## src/rtl/cell_window_builder_pkg.sv

```systemverilog
// Shared types for the cell processing path: pixels, opcodes, 3x3 cells and
// the instruction word handed to the cell processor.
package cell_window_builder_pkg;

    localparam int CELL_DIM    = 3;
    localparam int centerPixel = 1;

    typedef logic [7:0] pixel_t;

    typedef enum logic [1:0] {
        ADD  = 2'd0,
        ADDI = 2'd1,
        SUB  = 2'd2,
        SUBI = 2'd3
    } opcode_t;

    // pixelMatrix[0][*] is the oldest row, pixelMatrix[*][0] the oldest column.
    typedef struct packed {
        pixel_t [CELL_DIM-1:0][CELL_DIM-1:0] pixelMatrix;
    } cell_t;

    typedef struct packed {
        opcode_t opcode;
        cell_t   cellA;
        cell_t   cellB;
        pixel_t  userInputA;
    } instruction_t;

endpackage

```

## src/rtl/cell_window_builder_line_buffer.sv

```systemverilog
// Two-row line buffer plus 3x3 shift window for one pixel stream.
// window presents the window as it will be after the current beat, so the
// owner can capture it on the same edge the window itself advances.
module cell_line_buffer
    import cell_window_builder_pkg::*;
#(
    parameter int WIDTH = 8
) (
    input  logic                     clk,
    input  logic                     rst,
    input  logic                     shift,
    input  logic [$clog2(WIDTH)-1:0] col,
    input  pixel_t                   pix,
    output cell_t                    window
);

    pixel_t row1 [WIDTH];
    pixel_t row2 [WIDTH];
    cell_t  win;

    // Next window: drop the oldest column, append {row r-2, row r-1, new pixel}.
    always_comb begin
        window = win;
        for (int i = 0; i < CELL_DIM; i++) begin
            window.pixelMatrix[i][0] = win.pixelMatrix[i][1];
            window.pixelMatrix[i][1] = win.pixelMatrix[i][2];
        end
        window.pixelMatrix[0][2] = row2[col];
        window.pixelMatrix[1][2] = row1[col];
        window.pixelMatrix[2][2] = pix;
    end

    // Row buffers age by one row at this column and the window advances.
    always_ff @(posedge clk or negedge rst) begin
        if (!rst) begin
            for (int i = 0; i < WIDTH; i++) begin
                row1[i] <= '0;
                row2[i] <= '0;
            end
            win <= '0;
        end else if (shift) begin
            row2[col] <= row1[col];
            row1[col] <= pix;
            win       <= window;
        end
    end

endmodule

```

## src/rtl/cell_window_builder.sv

```systemverilog
// Raster-order pixel pair front end: builds 3x3 neighbourhoods for images A
// and B and emits one instruction word per interior pixel.
module cell_window_builder
    import cell_window_builder_pkg::*;
#(
    parameter int IMG_WIDTH  = 8,
    parameter int IMG_HEIGHT = 8
) (
    input  logic         clk,
    input  logic         rst,
    input  logic         in_valid,
    output logic         in_ready,
    input  pixel_t       pixA,
    input  pixel_t       pixB,
    input  opcode_t      cfg_opcode,
    input  pixel_t       cfg_imm,
    output logic         out_valid,
    input  logic         out_ready,
    output instruction_t IW,
    output logic         frame_done
);

    localparam int COL_W = $clog2(IMG_WIDTH);
    localparam int ROW_W = $clog2(IMG_HEIGHT);

    logic [COL_W-1:0] col;
    logic [ROW_W-1:0] row;
    opcode_t          frame_op;
    pixel_t           frame_imm;
    cell_t            win_a;
    cell_t            win_b;
    logic             accept;
    logic             emit;
    logic             last_col;
    logic             last_row;
    logic             first_beat;

    // Single output register, so input stalls whenever an unconsumed IW sits there.
    always_comb begin
        in_ready   = !out_valid || out_ready;
        accept     = in_valid && in_ready;
        last_col   = (col == COL_W'(IMG_WIDTH - 1));
        last_row   = (row == ROW_W'(IMG_HEIGHT - 1));
        first_beat = (col == '0) && (row == '0);
        emit       = accept && (row >= ROW_W'(2)) && (col >= COL_W'(2));
    end

    cell_line_buffer #(.WIDTH(IMG_WIDTH)) u_buf_a (
        .clk    (clk),
        .rst    (rst),
        .shift  (accept),
        .col    (col),
        .pix    (pixA),
        .window (win_a)
    );

    cell_line_buffer #(.WIDTH(IMG_WIDTH)) u_buf_b (
        .clk    (clk),
        .rst    (rst),
        .shift  (accept),
        .col    (col),
        .pix    (pixB),
        .window (win_b)
    );

    // Raster position of the next beat; moves only on accepted beats.
    always_ff @(posedge clk or negedge rst) begin
        if (!rst) begin
            col <= '0;
            row <= '0;
        end else if (accept) begin
            if (last_col) begin
                col <= '0;
                row <= last_row ? '0 : row + ROW_W'(1);
            end else begin
                col <= col + COL_W'(1);
            end
        end
    end

    // Configuration is frozen for the whole frame at its first beat.
    always_ff @(posedge clk or negedge rst) begin
        if (!rst) begin
            frame_op  <= ADD;
            frame_imm <= '0;
        end else if (accept && first_beat) begin
            frame_op  <= cfg_opcode;
            frame_imm <= cfg_imm;
        end
    end

    // Output register: a new emission wins over a same-cycle consume.
    always_ff @(posedge clk or negedge rst) begin
        if (!rst) begin
            out_valid  <= 1'b0;
            IW         <= '0;
            frame_done <= 1'b0;
        end else begin
            frame_done <= accept && last_col && last_row;
            if (emit) begin
                out_valid     <= 1'b1;
                IW.opcode     <= frame_op;
                IW.cellA      <= win_a;
                IW.cellB      <= win_b;
                IW.userInputA <= frame_imm;
            end else if (out_ready) begin
                out_valid <= 1'b0;
            end
        end
    end

endmodule

```

## config.mk

```make
export PLATFORM = sky130hd
export DESIGN_NAME = cell_window_builder
export DESIGN_NICKNAME = d
export VERILOG_FILES = /design/src/rtl/cell_window_builder_pkg.sv /design/src/rtl/cell_window_builder_line_buffer.sv /design/src/rtl/cell_window_builder.sv
export SDC_FILE = /design/constraint.sdc
export NUM_CORES = 1
export LEC_CHECK = 0
export BUFFER_PORTS_ARGS = -buffer_cell sky130_fd_sc_hd__buf_2
export CORE_MARGIN = 3
export CORE_UTILIZATION = 44
export CTS_CLUSTER_DIAMETER = 40
export CTS_CLUSTER_SIZE = 24
export DETAILED_ROUTE_END_ITERATION = 8
export GPL_TIMING_DRIVEN = 1
export SYNTH_ARGS = -nofsm -noshare
export SYNTH_HDL_FRONTEND = slang
export SYNTH_SLANG_ARGS = --single-unit
export TNS_END_PERCENT = 5
```

## constraint.sdc

```tcl
create_clock -name clk -period 4.6 [get_ports clk]
set_input_delay 0.23 -clock clk [delete_from_list [all_inputs] [get_ports clk]]
set_output_delay 0.23 -clock clk [all_outputs]
set_load 0.05 [all_outputs]
```

==> impl_metrics.py, run 1 <==
metrics = {
    "run_status": {
        "status": "completed",
    },
    "sta": {
        "rsz0062_at_grt": "no",
        "fmax_mhz": 336.3,
        "setup_tns_ns": 0,
        "hold_violations": 0,
        "worstMarginPinSlew_ns": 0.8441,
        "finClkSkew_ns": 0.02460,
        "min_period_ns": 2.974,
        "setup_viol": 0,
        "slew_viol_final": 0,
        "finalCritPeriodShare_pct": 64.64,
        "relSlewSlack_pct": 43.73,
    },
    "placed_design": {
        "gp_congestion": 0.7157,
        "portBuffers": 186,
        "hpwl_microns": 27470,
        "place_inst": 2088,
    },
    "logic_synthesis": {
        "synth-xor-area-share_pct": 0,
        "ys_seq_area_share_pct": 60.01,
        "synthCells": 1310,
        "synth.area.top_cells": "dfrtp_1 60%, mux2_2 22%, mux4_2 6.6%",
        "synth_top_family_by_area": "multiplexers",
        "ys_ff_latch": 524,
        "synth_top_area_share_pct": 60.01,
        "synth_compound_area_share_pct": 0.7787,
        "synth_area_sq_um": 21850,
        "synth_mux_area_share_pct": 35.22,
        "syn-num-nets": 1348,
        "avgSynthCellArea_sq_um": 16.68,
        "synth_adder_area_share_pct": 0.4581,
        "synth_top_cell_by_area": "dfrtp_1",
        "synth_cell_types": 28,
        "yosysWarnings": 0,
        "yosys.area_share.simple_pct": 0.8074,
    },
    "grt": {
        "grt.busiest_layer": "met2",
        "first_global_vias": 12800,
        "grtUsageMet1_pct": 25.76,
        "grt_antenna_before_repair": 2,
        "met3_usage_pct": 3.415,
        "track_usage_pct": 17.96,
        "grt_pass1_wl_microns": 74350,
        "grt_max_degree": 139,
        "met2_usage_pct": 27.96,
        "grt_overflow": 0,
    },
    "critical_path": {
        "startpoint_type": "register",
        "worstPathMaxFanout": 38,
        "cp.arrival_ns": 3.45,
        "critPathCaptureType": "register",
        "cp.required_ns": 5.07,
        "critPathKind": "register to register",
    },
    "route": {
        "vias": 11720,
        "dr.pass1.iters": 4,
        "via_per_inst": 5.193,
        "drc_errors": 0,
        "totalWireLength_microns": 45540,
        "wire_per_inst_microns": 20.19,
        "drt_iter0_markers": 596,
        "postRouteAntennaNets": 0,
    },
    "layout": {
        "area_delta_synth_final_pct": 20.82,
        "instances_no_fill": 2256,
        "nets": 1562,
        "drive_gt1_share_pct": 58.30,
    },
    "die": {
        "start_util_pct": 44.64,
        "core_sq_um": 48950,
        "rows": 81,
        "fp.dieH_microns": 228.9,
        "io_pins": 187,
        "dieArea_sq_um": 52370,
        "die_w_microns": 228.9,
    },
    "clocking": {
        "cts_buffer_depth": 3,
        "cts-root-buf": "clkbuf_16",
        "cts_buffers": 81,
        "cts_tree": "done",
        "cts.sinks": 524,
        "clk_pin_slew_ns": 0.06,
        "htreeDepth": 3,
        "cts-resized-gates": 0,
        "clock_latency_ns": 0.61,
    },
    "worst_hold_path": {
        "min_path_type": "input pin to register",
    },
    "flow_run": {
        "maxCapViolCount": 0,
    },
}
worst paths after layout:
kind,cells past startpoint,slack [ns],from,end
worst min-delay path,2,0.03,pixA[5],IW[149]$_DFFE_PN0P_
max in group asynchronous,3,3.08,rst,IW[94]$_DFFE_PN0P_
min in group asynchronous,2,0.26,rst,IW[8]$_DFFE_PN0P_
worst max register to register,4,1.63,col[0]$_DFFE_PN0P_,u_buf_b.row2[45]$_DFFE_PN0P_
worst max-delay path,4,1.63,col[0]$_DFFE_PN0P_,u_buf_b.row2[45]$_DFFE_PN0P_
worst min register to register,1,0.49,u_buf_b.row1[44]$_DFFE_PN0P_,u_buf_b.row1[44]$_DFFE_PN0P_
what timing repair did:
item,CTS,global route
buffers inserted,0,0
hold buffers,17,0
hold endpoints to repair,130,0
per-stage QoR:
stage	area, sq um	setup WS [ns]	hold slack (ns)	utilization (%)
final	26400	1.626	0.02526	53.93
after CTS	26400	1.512	0.0006571	53.92
after floorplan	21850	2.196	-0.06559	-
after detailed placement	23380	1.527	0.3186	47.75
after global routing	26400	1.358	0.03546	53.92
after global placement	23380	1.544	0.3071	47.75
critical path, cell delays in order (launching register included):
cell and delay (ns):
dfrtp_4 0.91, buf_4 0.70, mux4_2 0.60, mux2_4 0.35, mux2_4 0.27
layer usage:
metal	wire (microns)	up-vias
met1	21840	6238
met4	824	0
li1	-	5214
met5	0	-
met2	21120	203
met3	1758	60
synth_stat cells (all sizes together):
master and n:
nand4b 2, ha 8, nor2 3, and4b 4, clkbuf 9, nand3 2, nor2b 2, buf 88
nand2 2, inv 20, nand4 5, mux4 64, and3b 1, o21ai 2, mux2 504, mux2i 32
and2 2, nand2b 1, a21oi 32, dfrtp 524, or3 2, and3 1
flip-flops by register name, summed over array words and instances, names as in the netlist:
name,count
u_buf_b.row2,64
frame_imm,8
u_buf_a.window,48
u_buf_b.window,48
u_buf_a.row1,64
frame_done,1
u_buf_a.row2,64
out_valid,1
u_buf_b.row1,64
col,3
frame_op,2
IW,154
row,3
area by class of cell:
class                      count  area (sq um)
clock buffer                  94          2157
timing repair buffer         228          1374
inverter                      20         75.07
fill                        3964         22550
clock inverter                55         691.9
antenna                        2         5.005
sequential                   524         13120
multi-input combinational    669          8149
tap                          664         830.8
cells by family (layout without fill, tap and decap cells):
logic type / count (synthesis) / count (layout)
other: 0 / 2
muxes: 600 / 600
buffers and inverters: 117 / 397
and+or+nand+nor: 27 / 27
AOI/OAI and AO/OA: 34 / 34
adders and majority gates: 8 / 8
DFF: 524 / 524
layout by cell type (no fill, tap or decap), types with 7 or more instances in the layout:
master         netlist  layout
clkinv_4             0       7
clkinvlp_4           0       9
ha_1                 8       8
dfrtp_1            524     522
a21oi_1             32      32
mux2_2             433     433
buf_2               50     185
dlygate4sd3_1        0      17
clkinv_2             0       8
buf_4               15      19
mux4_2              64      64
inv_1               19      19
inv_6                0      12
bufinv_16            0       9
clkbuf_16            0      82
mux2i_1             32      32
mux2_4              69      69
Power of run 1 is left out: the tool's default activity adds up to more than one toggle a clock period on the data nets, which glitch-free logic cannot reach.
==> run 2, diff against run 1 <==
==> constraint.sdc (replaced) <==
create_clock -name clk -period 3 [get_ports clk]
set_input_delay 0.15 -clock clk [delete_from_list [all_inputs] [get_ports clk]]
set_output_delay 0.15 -clock clk [all_outputs]
set_load 0.05 [all_outputs]
==> run 2 against run 1 <==
Effect of this change: final cell count is 0.35% higher; non-clock buffer count rose by 24; global-route usage is 0.23 points higher; via count is 1.0% higher; largest cell class unchanged; critical path depth is 3 higher; clock-buffer cell count shrank 4; first-iteration DRC count fell by 0.50%; worst hold slack gained 0.089 ns.
==> impl_metrics.py, run 2 (synthesized netlist as in run 1, its figures left out) <==
metrics = {
    "run_status": {
        "status": "completed",
    },
    "grt": {
        "met2_usage_pct": 28.53,
        "grtUsageMet1_pct": 25.89,
        "first_global_vias": 12820,
        "grt_antenna_before_repair": 1,
        "grt_overflow": 0,
        "met3_usage_pct": 3.402,
        "grt_max_degree": 101,
        "grt.busiest_layer": "met2",
        "track_usage_pct": 18.19,
        "grt_pass1_wl_microns": 75310,
    },
    "sta": {
        "finClkSkew_ns": 0.02769,
        "fmax_mhz": 390.9,
        "setup_tns_ns": 0,
        "hold_ws_ns": 0.1146,
        "rsz0062_at_grt": "no",
        "setup_viol": 0,
        "finalCritPeriodShare_pct": 85.28,
        "worstMarginPinSlew_ns": 0.7755,
        "slew_viol_final": 0,
        "hold_violations": 0,
        "relSlewSlack_pct": 48.18,
        "min_period_ns": 2.558,
    },
    "critical_path": {
        "regToRegSetupSlack_ns": 0.44,
        "r2r-start": "col[0]$_DFFE_PN0P_",
        "startpoint_type": "register",
        "critPathCaptureType": "register",
        "crit_path_end": "IW[62]$_DFFE_PN0P_",
        "cp.required_ns": 3.46,
        "critPathKind": "register to register",
        "cp.arrival_ns": 3.02,
        "rr_endpoint": "IW[62]$_DFFE_PN0P_",
        "crit_path_frequent_cell": "buf_12",
        "crit_chain": "inv_1 -> ha_1 -> or3_1 -> nand4_1 -> buf_12 -> buf_12 -> mux2_2",
        "worstPathMaxFanout": 54,
        "max_stage_delay_ns": 0.66,
        "critPathSlowestCell": "dfrtp_4",
        "reg2reg_depth": 7,
        "crit_start": "col[0]$_DFFE_PN0P_",
    },
    "die": {
        "dieArea_sq_um": 52370,
        "io_pins": 187,
        "rows": 81,
        "die_w_microns": 228.9,
        "fp.dieH_microns": 228.9,
        "core_sq_um": 48950,
        "start_util_pct": 44.64,
    },
    "layout": {
        "final_cell_mix": "522 x dfrtp_1, 433 x mux2_2, 185 x buf_2",
        "largest_reg_flops": 154,
        "area_delta_synth_final_pct": 21.16,
        "nets": 1580,
        "top_register": "IW",
        "register_area_sq_um": 13120,
        "multiInputGateArea_sq_um": 8149,
        "drive_gt1_share_pct": 57.75,
        "layout_commonest_cell": "dfrtp_1",
        "n_fill_cell": 3962,
        "antenna_cells": 0,
    },
    "clocking": {
        "cts.sinks": 524,
        "cts_buffers": 75,
        "cts_tree": "done",
        "cts_buffer_depth": 3,
        "cts-root-buf": "clkbuf_16",
        "htreeDepth": 3,
        "cts-resized-gates": 0,
        "clock_latency_ns": 0.59,
        "clk_pin_slew_ns": 0.06,
    },
    "route": {
        "totalWireLength_microns": 46420,
        "drc_errors": 0,
        "wire_per_inst_microns": 20.50,
        "vias": 11840,
        "drt_iter0_markers": 593,
        "dr.pass1.iters": 4,
        "postRouteAntennaNets": 0,
        "via_per_inst": 5.227,
    },
    "flow_run": {
        "maxCapViolCount": 0,
    },
    "placed_design": {
        "gp_congestion": 0.7242,
        "portBuffers": 186,
        "hpwl_microns": 28100,
    },
    "worst_hold_path": {
        "min_path_type": "input pin to async pin",
    },
}
run 2: cell types whose count changed in the layout (fill, tap and decap cells not counted), moves of 2 or more:
| cell | previous run | this run |
|---|---|---|
| buf_12 | 6 | 20 |
| clkbuf_1 | 6 | 9 |
| clkbuf_16 | 82 | 77 |
| clkbuf_8 | 6 | 4 |
| clkinv_8 | 6 | 1 |
| clkinvlp_4 | 9 | 7 |
| diode_2 | 2 | 0 |
| dlygate4sd3_1 | 17 | 27 |
| inv_8 | 3 | 1 |
run 2: worst min path at each step:
| stage | endpoint | depth (start not counted) | startpoint |
|---|---|---|---|
| final | IW[9]$_DFFE_PN0P_ | 2 | rst |
| after global routing | IW[10]$_DFFE_PN0P_ | 2 | rst |
| after CTS | IW[135]$_DFFE_PN0P_ | 2 | rst |
| after detailed placement | IW[9]$_DFFE_PN0P_ | 1 | rst |
| after global placement | IW[9]$_DFFE_PN0P_ | 1 | rst |
| after floorplan | IW[0]$_DFFE_PN0P_ | 0 | rst |
run 2: final cells by class:
type | instances | area share [%]
Sequential cell | 524 | 49.55
Multi-Input combinational cell | 669 | 30.78
Clock buffer | 90 | 7.614
Timing Repair Buffer | 252 | 6.626
Tap cell | 664 | 3.138
Clock inverter | 45 | 2.009
Inverter | 20 | 0.2836
run 2: what timing repair did:
action                                 in CTS  in global routing
buffers inserted                            0                  0
setup endpoints to repair                   0                  0
endpoints found under the hold margin     256                  0
hold buffers                               27                  0
run 2: worst max-delay path: cells and delay by family, from the launching register on:
family | cells | cell delay [ns]
fa+ha+maj | 1 | 0.22
buf+inv | 3 | 0.63
flops | 1 | 0.66
mux | 1 | 0.38
simple gates | 2 | 0.44
run 2: metal layers:
layer / vias up / wire length [microns]
met5: - / 0
met2: 210 / 21880
li1: 5246 / -
met3: 55 / 1935
met4: 0 / 843
met1: 6324 / 21760
run 2: metrics by stage:
step | utilization, % | instances | setup slack [ns] | area, sq um
CTS | 54.08 | 2264 | 0.4182 | 26470
finish | 54.08 | 2264 | 0.4415 | 26470
global route | 54.08 | 2264 | 0.2974 | 26470
global placement | 48.33 | 2102 | 0.4553 | 23660
detailed placement | 48.33 | 2102 | 0.4445 | 23660
floorplan | - | 1310 | 0.5962 | 21850
Power of run 2 is left out for the same reason.
